File: src/rtl/uart_rx_fifo.sv
// rtl/uart_rx_fifo.sv - UART receiver (configurable data/parity/stop) feeding a first-word-fall-through FIFO.
`timescale 1ns/1ps
module uart_rx_fifo #(
  parameter int CLK_DIV    = 50,
  parameter int DATA_BITS  = 8,
  parameter int PARITY     = 0,
  parameter int STOP_BITS  = 1,
  parameter int FIFO_DEPTH = 16,
  parameter int FIFO_AW    = 4
) (
  input  logic             CLK,
  input  logic             RST_X,
  input  logic             RXD,
  input  logic             RD_EN,
  output logic [7:0]       RD_DATA,
  output logic             RD_VALID,
  output logic [FIFO_AW:0] FIFO_COUNT,
  output logic             OVERRUN,
  output logic             FRAME_ERR,
  output logic             PARITY_ERR,
  input  logic             ERR_CLR
);

  localparam int               CW        = $clog2(CLK_DIV);
  localparam logic [CW-1:0]    CNT_LAST  = CW'(CLK_DIV - 1);
  localparam logic [CW-1:0]    CNT_HALF  = CW'(CLK_DIV / 2 - 1);
  localparam logic [2:0]       BIT_LAST  = 3'(DATA_BITS - 1);
  localparam logic             STOP_LAST = 1'(STOP_BITS - 1);
  localparam logic [FIFO_AW:0] FULL_CNT  = (FIFO_AW + 1)'(FIFO_DEPTH);

  typedef enum logic [2:0] {
    S_IDLE,
    S_START,
    S_DATA,
    S_PAR,
    S_STOP,
    S_BRK
  } state_t;

  logic                 rx_meta_q, rxs_q;
  state_t               state_q, state_d;
  logic [CW-1:0]        cnt_q, cnt_d;
  logic [2:0]           bit_idx_q, bit_idx_d;
  logic                 stop_idx_q, stop_idx_d;
  logic [DATA_BITS-1:0] shift_q, shift_d;
  logic                 par_flag_q, par_flag_d;
  logic                 frame_flag_q, frame_flag_d;
  logic                 ferr_q, ferr_d;
  logic                 perr_q, perr_d;
  logic                 push;

  logic [7:0]           mem_q [FIFO_DEPTH];
  logic [FIFO_AW-1:0]   wr_ptr_q, wr_ptr_d;
  logic [FIFO_AW-1:0]   rd_ptr_q, rd_ptr_d;
  logic [FIFO_AW:0]     count_q, count_d;
  logic                 ovr_q, ovr_d;

  logic                 cnt_last, cnt_half, par_exp, frame_now;
  logic                 full, pop, push_ok, ovr_set;
  logic [7:0]           push_data;

  // Two-flop synchronizer; the line idles high so both flops reset to 1.
  always_ff @(posedge CLK or negedge RST_X) begin
    if (!RST_X) begin
      rx_meta_q <= 1'b1;
      rxs_q     <= 1'b1;
    end else begin
      rx_meta_q <= RXD;
      rxs_q     <= rx_meta_q;
    end
  end

  assign cnt_last  = (cnt_q == CNT_LAST);
  assign cnt_half  = (cnt_q == CNT_HALF);
  assign par_exp   = (PARITY == 1) ? ~(^shift_q) : (^shift_q);
  assign frame_now = frame_flag_q | ~rxs_q;

  always_ff @(posedge CLK or negedge RST_X) begin
    if (!RST_X) begin
      state_q      <= S_IDLE;
      cnt_q        <= '0;
      bit_idx_q    <= '0;
      stop_idx_q   <= 1'b0;
      shift_q      <= '0;
      par_flag_q   <= 1'b0;
      frame_flag_q <= 1'b0;
      ferr_q       <= 1'b0;
      perr_q       <= 1'b0;
    end else begin
      state_q      <= state_d;
      cnt_q        <= cnt_d;
      bit_idx_q    <= bit_idx_d;
      stop_idx_q   <= stop_idx_d;
      shift_q      <= shift_d;
      par_flag_q   <= par_flag_d;
      frame_flag_q <= frame_flag_d;
      ferr_q       <= ferr_d;
      perr_q       <= perr_d;
    end
  end

  always_comb begin
    state_d      = state_q;
    cnt_d        = cnt_q;
    bit_idx_d    = bit_idx_q;
    stop_idx_d   = stop_idx_q;
    shift_d      = shift_q;
    par_flag_d   = par_flag_q;
    frame_flag_d = frame_flag_q;
    ferr_d       = 1'b0;
    perr_d       = 1'b0;
    push         = 1'b0;
    case (state_q)
      S_IDLE: begin
        if (!rxs_q) begin
          state_d = S_START;
          cnt_d   = '0;
        end
      end
      S_START: begin
        if (cnt_half) begin
          cnt_d = '0;
          if (rxs_q) begin
            state_d = S_IDLE;
          end else begin
            state_d      = S_DATA;
            bit_idx_d    = '0;
            stop_idx_d   = 1'b0;
            par_flag_d   = 1'b0;
            frame_flag_d = 1'b0;
          end
        end else begin
          cnt_d = cnt_q + CW'(1);
        end
      end
      S_DATA: begin
        if (cnt_last) begin
          cnt_d   = '0;
          // LSB arrives first, so shifting right leaves it at bit 0.
          shift_d = {rxs_q, shift_q[DATA_BITS-1:1]};
          if (bit_idx_q == BIT_LAST) begin
            state_d = (PARITY != 0) ? S_PAR : S_STOP;
          end else begin
            bit_idx_d = bit_idx_q + 3'd1;
          end
        end else begin
          cnt_d = cnt_q + CW'(1);
        end
      end
      S_PAR: begin
        if (cnt_last) begin
          cnt_d      = '0;
          par_flag_d = (rxs_q != par_exp);
          state_d    = S_STOP;
        end else begin
          cnt_d = cnt_q + CW'(1);
        end
      end
      S_STOP: begin
        if (cnt_last) begin
          cnt_d = '0;
          if (stop_idx_q == STOP_LAST) begin
            if (frame_now) begin
              ferr_d  = 1'b1;
              state_d = S_BRK;
            end else if (par_flag_q) begin
              perr_d  = 1'b1;
              state_d = S_IDLE;
            end else begin
              push    = 1'b1;
              state_d = S_IDLE;
            end
          end else begin
            frame_flag_d = frame_now;
            stop_idx_d   = 1'b1;
          end
        end else begin
          cnt_d = cnt_q + CW'(1);
        end
      end
      S_BRK: begin
        if (rxs_q) begin
          state_d = S_IDLE;
        end
      end
      default: state_d = S_IDLE;
    endcase
  end

  assign push_data = 8'(shift_q);
  assign full      = (count_q == FULL_CNT);
  assign pop       = RD_EN && (count_q != '0);
  // A push into a full FIFO is still taken when the head leaves in the same cycle.
  assign push_ok   = push && (!full || pop);
  assign ovr_set   = push && full && !pop;

  always_comb begin
    wr_ptr_d = wr_ptr_q;
    rd_ptr_d = rd_ptr_q;
    count_d  = count_q;
    ovr_d    = ovr_q;
    if (push_ok) begin
      wr_ptr_d = wr_ptr_q + FIFO_AW'(1);
    end
    if (pop) begin
      rd_ptr_d = rd_ptr_q + FIFO_AW'(1);
    end
    if (push_ok && !pop) begin
      count_d = count_q + (FIFO_AW + 1)'(1);
    end else if (pop && !push_ok) begin
      count_d = count_q - (FIFO_AW + 1)'(1);
    end
    if (ovr_set) begin
      ovr_d = 1'b1;
    end else if (ERR_CLR) begin
      ovr_d = 1'b0;
    end
  end

  always_ff @(posedge CLK or negedge RST_X) begin
    if (!RST_X) begin
      wr_ptr_q <= '0;
      rd_ptr_q <= '0;
      count_q  <= '0;
      ovr_q    <= 1'b0;
    end else begin
      wr_ptr_q <= wr_ptr_d;
      rd_ptr_q <= rd_ptr_d;
      count_q  <= count_d;
      ovr_q    <= ovr_d;
    end
  end

  always_ff @(posedge CLK) begin
    if (push_ok) begin
      mem_q[wr_ptr_q] <= push_data;
    end
  end

  assign RD_VALID   = (count_q != '0);
  assign RD_DATA    = RD_VALID ? mem_q[rd_ptr_q] : 8'h00;
  assign FIFO_COUNT = count_q;
  assign OVERRUN    = ovr_q;
  assign FRAME_ERR  = ferr_q;
  assign PARITY_ERR = perr_q;

endmodule

File: config.mk
export PLATFORM = sky130hd
export DESIGN_NAME = uart_rx_fifo
export DESIGN_NICKNAME = d
export VERILOG_FILES = /design/src/rtl/uart_rx_fifo.sv
export SDC_FILE = /design/constraint.sdc
export NUM_CORES = 1
export LEC_CHECK = 0
export BUFFER_PORTS_ARGS = -buffer_cell sky130_fd_sc_hd__buf_4
export CAP_MARGIN = 20
export CORE_ASPECT_RATIO = 0.75
export CORE_MARGIN = 2
export CORE_UTILIZATION = 45
export CTS_CLUSTER_DIAMETER = 60
export CTS_CLUSTER_SIZE = 24
export DETAILED_ROUTE_END_ITERATION = 6
export GPL_ROUTABILITY_DRIVEN = 0
export GPL_TIMING_DRIVEN = 0
export PLACE_DENSITY = 0.67
export SYNTH_ARGS = -nofsm -noshare
export SYNTH_HDL_FRONTEND = slang
export SYNTH_SLANG_ARGS = --single-unit
File: constraint.sdc
create_clock -name CLK -period 2.79 [get_ports CLK]
set_clock_uncertainty 0.1 [all_clocks]
set_input_delay 0.1395 -clock CLK [delete_from_list [all_inputs] [get_ports CLK]]
set_output_delay 0.1395 -clock CLK [all_outputs]
set_load 0.03 [all_outputs]
After elaboration in Yosys (flattened, before gate mapping) --
Memories as Yosys holds them, arrays and structs flattened. Index checks and enable logic that the tools add are counted.
Word-level totals: word-level logic and storage cells 123, memories 1, memory bits (writable) 128, latch bits 0, register bits 41, memory bits (read-only) 0, bits of input ports 5
Memory list:
- mem_q | words 16, width 8, read ports 1, clocked after memory_dff 0, wr ports 1, RTL line 52 | logic [7:0] mem_q [FIFO_DEPTH];
Cells by class: bitwise gates (word level) 2, shift operators 0, reduce and logical (&&, ||, !) cells 27, order comparisons 0, $add $sub $neg 6, eq/ne operators 21, multiply operators 0, div/mod/pow operators 0, mux-type cells 51
Operator list (count):
- 2-to-1 mux 3 bit | 13
- 2-to-1 mux 1 bit | 25
- inequality test 2 bit, second input constant | 11
- 2-to-1 mux 6 bit | 3
- one-hot mux 3 bit (6 select lines) | 1
- one-hot mux 6 bit (3 select lines) | 1
- 2-to-1 mux 5 bit | 2
- AND reduction 5 bit | 2
- nonzero test 2 bit | 5
- == test 3 bit, second input constant | 3
- adder 4 x 1 -> 4 bit, second input constant | 2
- 2-to-1 mux 8 bit | 1
- AND reduction 4 bit | 2
- AND reduction 8 bit | 1
- XOR reduction 8 bit | 1
- adder 6 x 1 -> 6 bit, second input constant | 1
- == test 3 x 2 -> 1 bit, second input constant | 2
- == test 6 x 5 -> 1 bit, second input constant | 1
- == test 6 bit, second input constant | 1
- logical AND 1 bit | 6
- one-hot mux 1 bit (2 select lines) | 3
- one-hot mux 3 bit (2 select lines) | 1
- adder 5 x 1 -> 5 bit, second input constant | 1
- == test 5 bit, second input constant | 1
- 14 further kinds | 17

Depth between registers and ports, before layout --
depth after elaboration 11, gate-level depth with buffers 14, gate-level depth less buffers 13

Worst setup path after synthesis --
OpenSTA, ideal clock, no wires.
path type flip-flop to flip-flop, from register cnt_q[1], to register count_q[4] (netlist: FIFO_COUNT[4]), stages on the path, launching flop included 15, arrival time 2794 ps, slack -241 ps, buffers on the path 1, path through dfrtp_1 -> inv_1 -> ha_1 -> and4b_1 -> buf_2 -> nand4_1 -> nor3b_4 -> ha_1 -> inv_1 -> fa_1 -> a21o_1 -> a21oi_1 -> xnor2_1 -> nor2_1 -> xor2_1
On the way: cells in the longest elaborated chain, start to end 7, elaborated cells on any way between the ends 9
Ends and longest elaborated chain:
- start: declaration | RTL line 42 | logic [CW-1:0] cnt_q, cnt_d;
- start signal: assignment | RTL line 91 | cnt_q <= cnt_d;
- == test 6 bit (*) | RTL line 73 | assign cnt_last = (cnt_q == CNT_LAST);
- 2-to-1 mux 1 bit (*) | RTL line 160 | if (cnt_last) begin
- 2-to-1 mux 1 bit (*) | RTL line 113 | case (state_q)
- logical AND 1 bit (*) | RTL line 194 | assign push_ok = push && (!full || pop);
- named net push_ok | RTL line 59 | logic full, pop, push_ok, ovr_set;
- logical NOT 1 bit | RTL line 210 | end else if (pop && !push_ok) begin
- logical AND 1 bit | RTL line 210
- nonzero test 2 bit (no source line)
- end signal: assignment | RTL line 229 | count_q <= count_d;
- end: declaration | RTL line 55 | logic [FIFO_AW:0] count_q, count_d;
The timed path passes the listed nets; every way through them passes the cells marked *. A chain may end at the register's enable or synchronous reset.

Worst setup path in the final report --
Same ends and word-level chain as after synthesis.

==> out/qor.yml <==
status:
  outcome: "finished, violations left"
  failed_checks: "setup timing"
route:
  aggregate_routed_wire_length_um: 13900
  drtPass1Iterations: 4
  routed_wire_length_per_instance_um: 20.2
  vias: 3798
  drt_iter0_markers: 389
  drcViolationCount: 0
  routed_via_density: 5.54
  antenna_left: 0
yosys:
  yosys.area_share.adder: 0.0272
  yosys.area_share.simple: 0.0628
  dominant_combinational_cell_family_by_area_after_synthesis: "multiplexers"
  synthArstFlopShare: 0.238
  synth.avg_cell_area_sq_um: 17.7
  synth_compound_gate_area_share: 0.0279
  synth_flop_cell: "sky130_fd_sc_hd__edfxtp_1"
  synth.area.mux_share: 0.153
  synthXorXnorAreaFrac: 0.0256
  number_of_enable_type_register_cells_in_the_synthesized_netlist: 128
  synth-warning-count: 0
  postSynthCellCount: 404
  flip_flop_and_latch_count_after_synthesis: 168
  synthesis.nets: 424
  synthesis.area_sq_um: 7170
  share_of_synthesized_area_occupied_by_flip_flops_and_latches: 0.676
  synthDistinctLibCells: 49
setup_path:
  critical_path_s_slowest_cell: "sky130_fd_sc_hd__dfrtp_1"
  maximum_cell_stage_delay_along_the_critical_path_ps: 400
  worst-path-stages: 14
  worst_setup_path_endpoint: "FIFO_COUNT[4]"
  cpLargestDelayFamily: "adder cells"
  register_to_register_setup_slack_ps: -100
  worstPathArrival_ps: 3100
  timing_worst_setup_path_type: "reg -> reg"
  timing.critical_path.fanout_max: 5
  regToRegStartpoint: "cnt_q[1]"
  critPathBufInv: 3
  start_kind: "flip-flop"
  capturing_point_of_the_worst_reg2reg_path: "FIFO_COUNT[4]"
  timing.reg2reg.worst_path_depth: 14
  timing.critical_path.to_type: "flip-flop"
  startpoint: "cnt_q[1]"
  cp_cell_sequence: "inv_2 -> ha_4 -> and4b_1 -> buf_6 -> nand4_1 -> nor3b_4 -> ha_2 -> inv_4 -> fa_2 -> a21o_1 -> a21oi_2 -> xnor2_1 -> nor2_1 -> xor2_1"
  data_required_critical_path_ps: 3000
clock_tree:
  worstSkewPairLatency_ps: 420
  cts-buffers-inserted: 17
  cts_tree: "yes"
  root_driver: "sky130_fd_sc_hd__clkbuf_16"
  clock_sink_count: 168
  worst_setup_hold_path_clk_slew_ps: 60
  cts_htree_levels: 4
  clk_path_buf_depth: 2
cells_and_area:
  layout_common_cells: "128 x sky130_fd_sc_hd__edfxtp_1, 38 x sky130_fd_sc_hd__dfrtp_1, 35 x sky130_fd_sc_hd__buf_4"
  final_util: 0.558
  mostFrequentLayoutCell: "sky130_fd_sc_hd__edfxtp_1"
  fin_area_sq_um: 8600
  final.fill_count: 1181
  num-nets-final: 487
  flow.area_growth_from_synthesis_pct: 19.9
  layout-drive-gt1-share: 0.340
  antenna_cells_inserted: 0
place:
  place_hpwl_um: 8760
  place_area_sq_um: 7620
  port_buffers: 21
global_route:
  via_count_of_the_first_global_routing_pass: 3729
  grt_max_degree: 41
  antenna_found_initial: 2
  globalRouteTotalUtil: 0.169
  grt_first_pass_wirelength_um: 20700
  overflow: 0
power_and_ir_drop:
  leakagePower_nw: 3.21
  pwr_density_cell_nw_per_um2: 802
  power.total_w: 0.00690
  worst_ir_drop_vdd_mv: 0.433
flow_run:
  timing.max_cap.violations: 0
floorplanning:
  floorplan.io_pins: 22
  floorplan.core_area_sq_um: 15400
  dieHeight_um: 113
  row_count: 39
  initial_utilization: 0.465
  die_width_um: 150
  fp.dieArea_sq_um: 17000
sta:
  measured_slew_at_the_worst_slew_check_pin_ps: 782
  finalCriticalPeriod_ps: 2890
  final_cycle_share: 1.04
  post_route_worst_setup_slack_ps: -100
  setup-violations-final: 17
  fin_setup_tns_ps: -1090
  report.final.hold_viol_count: 0
  max_slew_vio_count: 0
  unrepaired_setup_endpoints_after_global_routing: "true"
  timing.fmax_ghz: 0.346
  timing.max_slew.rel_slack: 0.477
worst_hold_path:
  min_path_type: "in -> reg"
synth_stat cells (3+ instances only):
master / number / area (sq um)
sky130_fd_sc_hd__dfrtp_1: 38 / 951
sky130_fd_sc_hd__nand2_1: 18 / 67.6
sky130_fd_sc_hd__clkbuf_1: 4 / 15.0
sky130_fd_sc_hd__nor2b_1: 3 / 18.8
sky130_fd_sc_hd__inv_1: 11 / 41.3
sky130_fd_sc_hd__buf_2: 5 / 25.0
sky130_fd_sc_hd__nand3_1: 7 / 35.0
sky130_fd_sc_hd__mux4_2: 26 / 586
sky130_fd_sc_hd__xnor2_1: 18 / 158
sky130_fd_sc_hd__a22o_1: 4 / 35.0
sky130_fd_sc_hd__ha_1: 14 / 175
sky130_fd_sc_hd__edfxtp_1: 128 / 3840
sky130_fd_sc_hd__a21oi_1: 6 / 30.0
sky130_fd_sc_hd__mux2_2: 11 / 124
sky130_fd_sc_hd__nand4_1: 6 / 37.5
sky130_fd_sc_hd__xor2_1: 3 / 26.3
sky130_fd_sc_hd__o21ai_0: 8 / 40.0
sky130_fd_sc_hd__mux4_1: 14 / 368
sky130_fd_sc_hd__nand2b_1: 4 / 25.0
sky130_fd_sc_hd__nor2_1: 20 / 75.1
sky130_fd_sc_hd__buf_4: 5 / 37.5
sky130_fd_sc_hd__nor3_1: 6 / 30.0
sky130_fd_sc_hd__and2_1: 10 / 62.6
registers in the layout, indices dropped and copies added (netlist names), 3 cells and up:
register / flops
FIFO_COUNT: 5
bit_idx_q: 3
cnt_q: 6
mem_q: 128
push_data: 8
rd_ptr_q: 4
state_q: 3
wr_ptr_q: 4
per-stage QoR:
| step | worst slack [ps] | instances | hold WS [ps] |
|---|---|---|---|
| floorplan | -140 | 404 | -256 |
| global placement | -812 | 630 | 43.4 |
| detailed placement | -522 | 632 | 49.4 |
| CTS | -116 | 673 | 34.0 |
| global route | -252 | 685 | 85.1 |
| finish | -100 | 685 | 38.9 |
worst reg2reg max path: stages, from the launching register on:
cell and delay (ps):
sky130_fd_sc_hd__dfrtp_1 400, sky130_fd_sc_hd__inv_2 110, sky130_fd_sc_hd__ha_4 120, sky130_fd_sc_hd__and4b_1 200, sky130_fd_sc_hd__buf_6 120, sky130_fd_sc_hd__nand4_1 180, sky130_fd_sc_hd__nor3b_4 260, sky130_fd_sc_hd__ha_2 240
sky130_fd_sc_hd__inv_4 60, sky130_fd_sc_hd__fa_2 360, sky130_fd_sc_hd__a21o_1 180, sky130_fd_sc_hd__a21oi_2 130, sky130_fd_sc_hd__xnor2_1 120, sky130_fd_sc_hd__nor2_1 60, sky130_fd_sc_hd__xor2_1 150
cell families (layout without fill, tap and decap cells):
family,count (synthesis),in the layout
buffers and inverters,32,108
flip-flops,168,168
AO/OA/AOI/OAI,30,30
adder cells (fa/ha/maj),15,15
XOR/XNOR,21,21
AND/OR/NAND/NOR,85,85
multiplexers,53,53
how the worst min path moves through the flow:
stage,startpoint,endpoint,slack (ps),cells past startpoint
floorplan,RST_X,FIFO_COUNT[0],-260,0
finish,RD_EN,rd_ptr_q[1],40,4
global route,RD_EN,rd_ptr_q[1],90,4
global placement,RST_X,rd_ptr_q[3],40,1
CTS,RD_EN,rd_ptr_q[1],30,4
detailed placement,RST_X,rd_ptr_q[2],50,1
area by class of cell:
type	instances	area [sq um]	area share
inverters	13	51.3	0.00597
plain buffers	19	171	0.0199
multi-input cells	204	2260	0.263
well taps	205	256	0.0298
clock buffers	24	503	0.0585
flip-flops and latches	168	4850	0.564
repair buffers	44	437	0.0508
clock inverters	8	70.1	0.00815
where the power goes:
group          leakage, nW  internal (W)  switching [W]  total (W)
Combinational         1.09      0.000919       0.000847    0.00177
Sequential            1.84       0.00277       0.000121    0.00289
Clock                0.283       0.00134       0.000902    0.00225
timing repair:
item | in CTS | in global routing
cloned | 0 | 3
setup buffers | 5 | 9
pin swaps | 1 | 13
endpoints found under the hold margin | 42 | 0
setup endpoints to repair | 138 | 128
resized for setup | 12 | 43
hold buffers | 4 | 0
metal layers:
| metal | vias to the layer above | routed length (um) | track usage |
|---|---|---|---|
| li1 | 1694 | - | - |
| met1 | 1980 | 6450 | 0.245 |
| met2 | 113 | 6410 | 0.250 |
| met3 | 11 | 863 | 0.0488 |
| met4 | 0 | 142 | 0.0547 |
| met5 | - | 0 | 0 |
(Power assumes the default switching activity.)
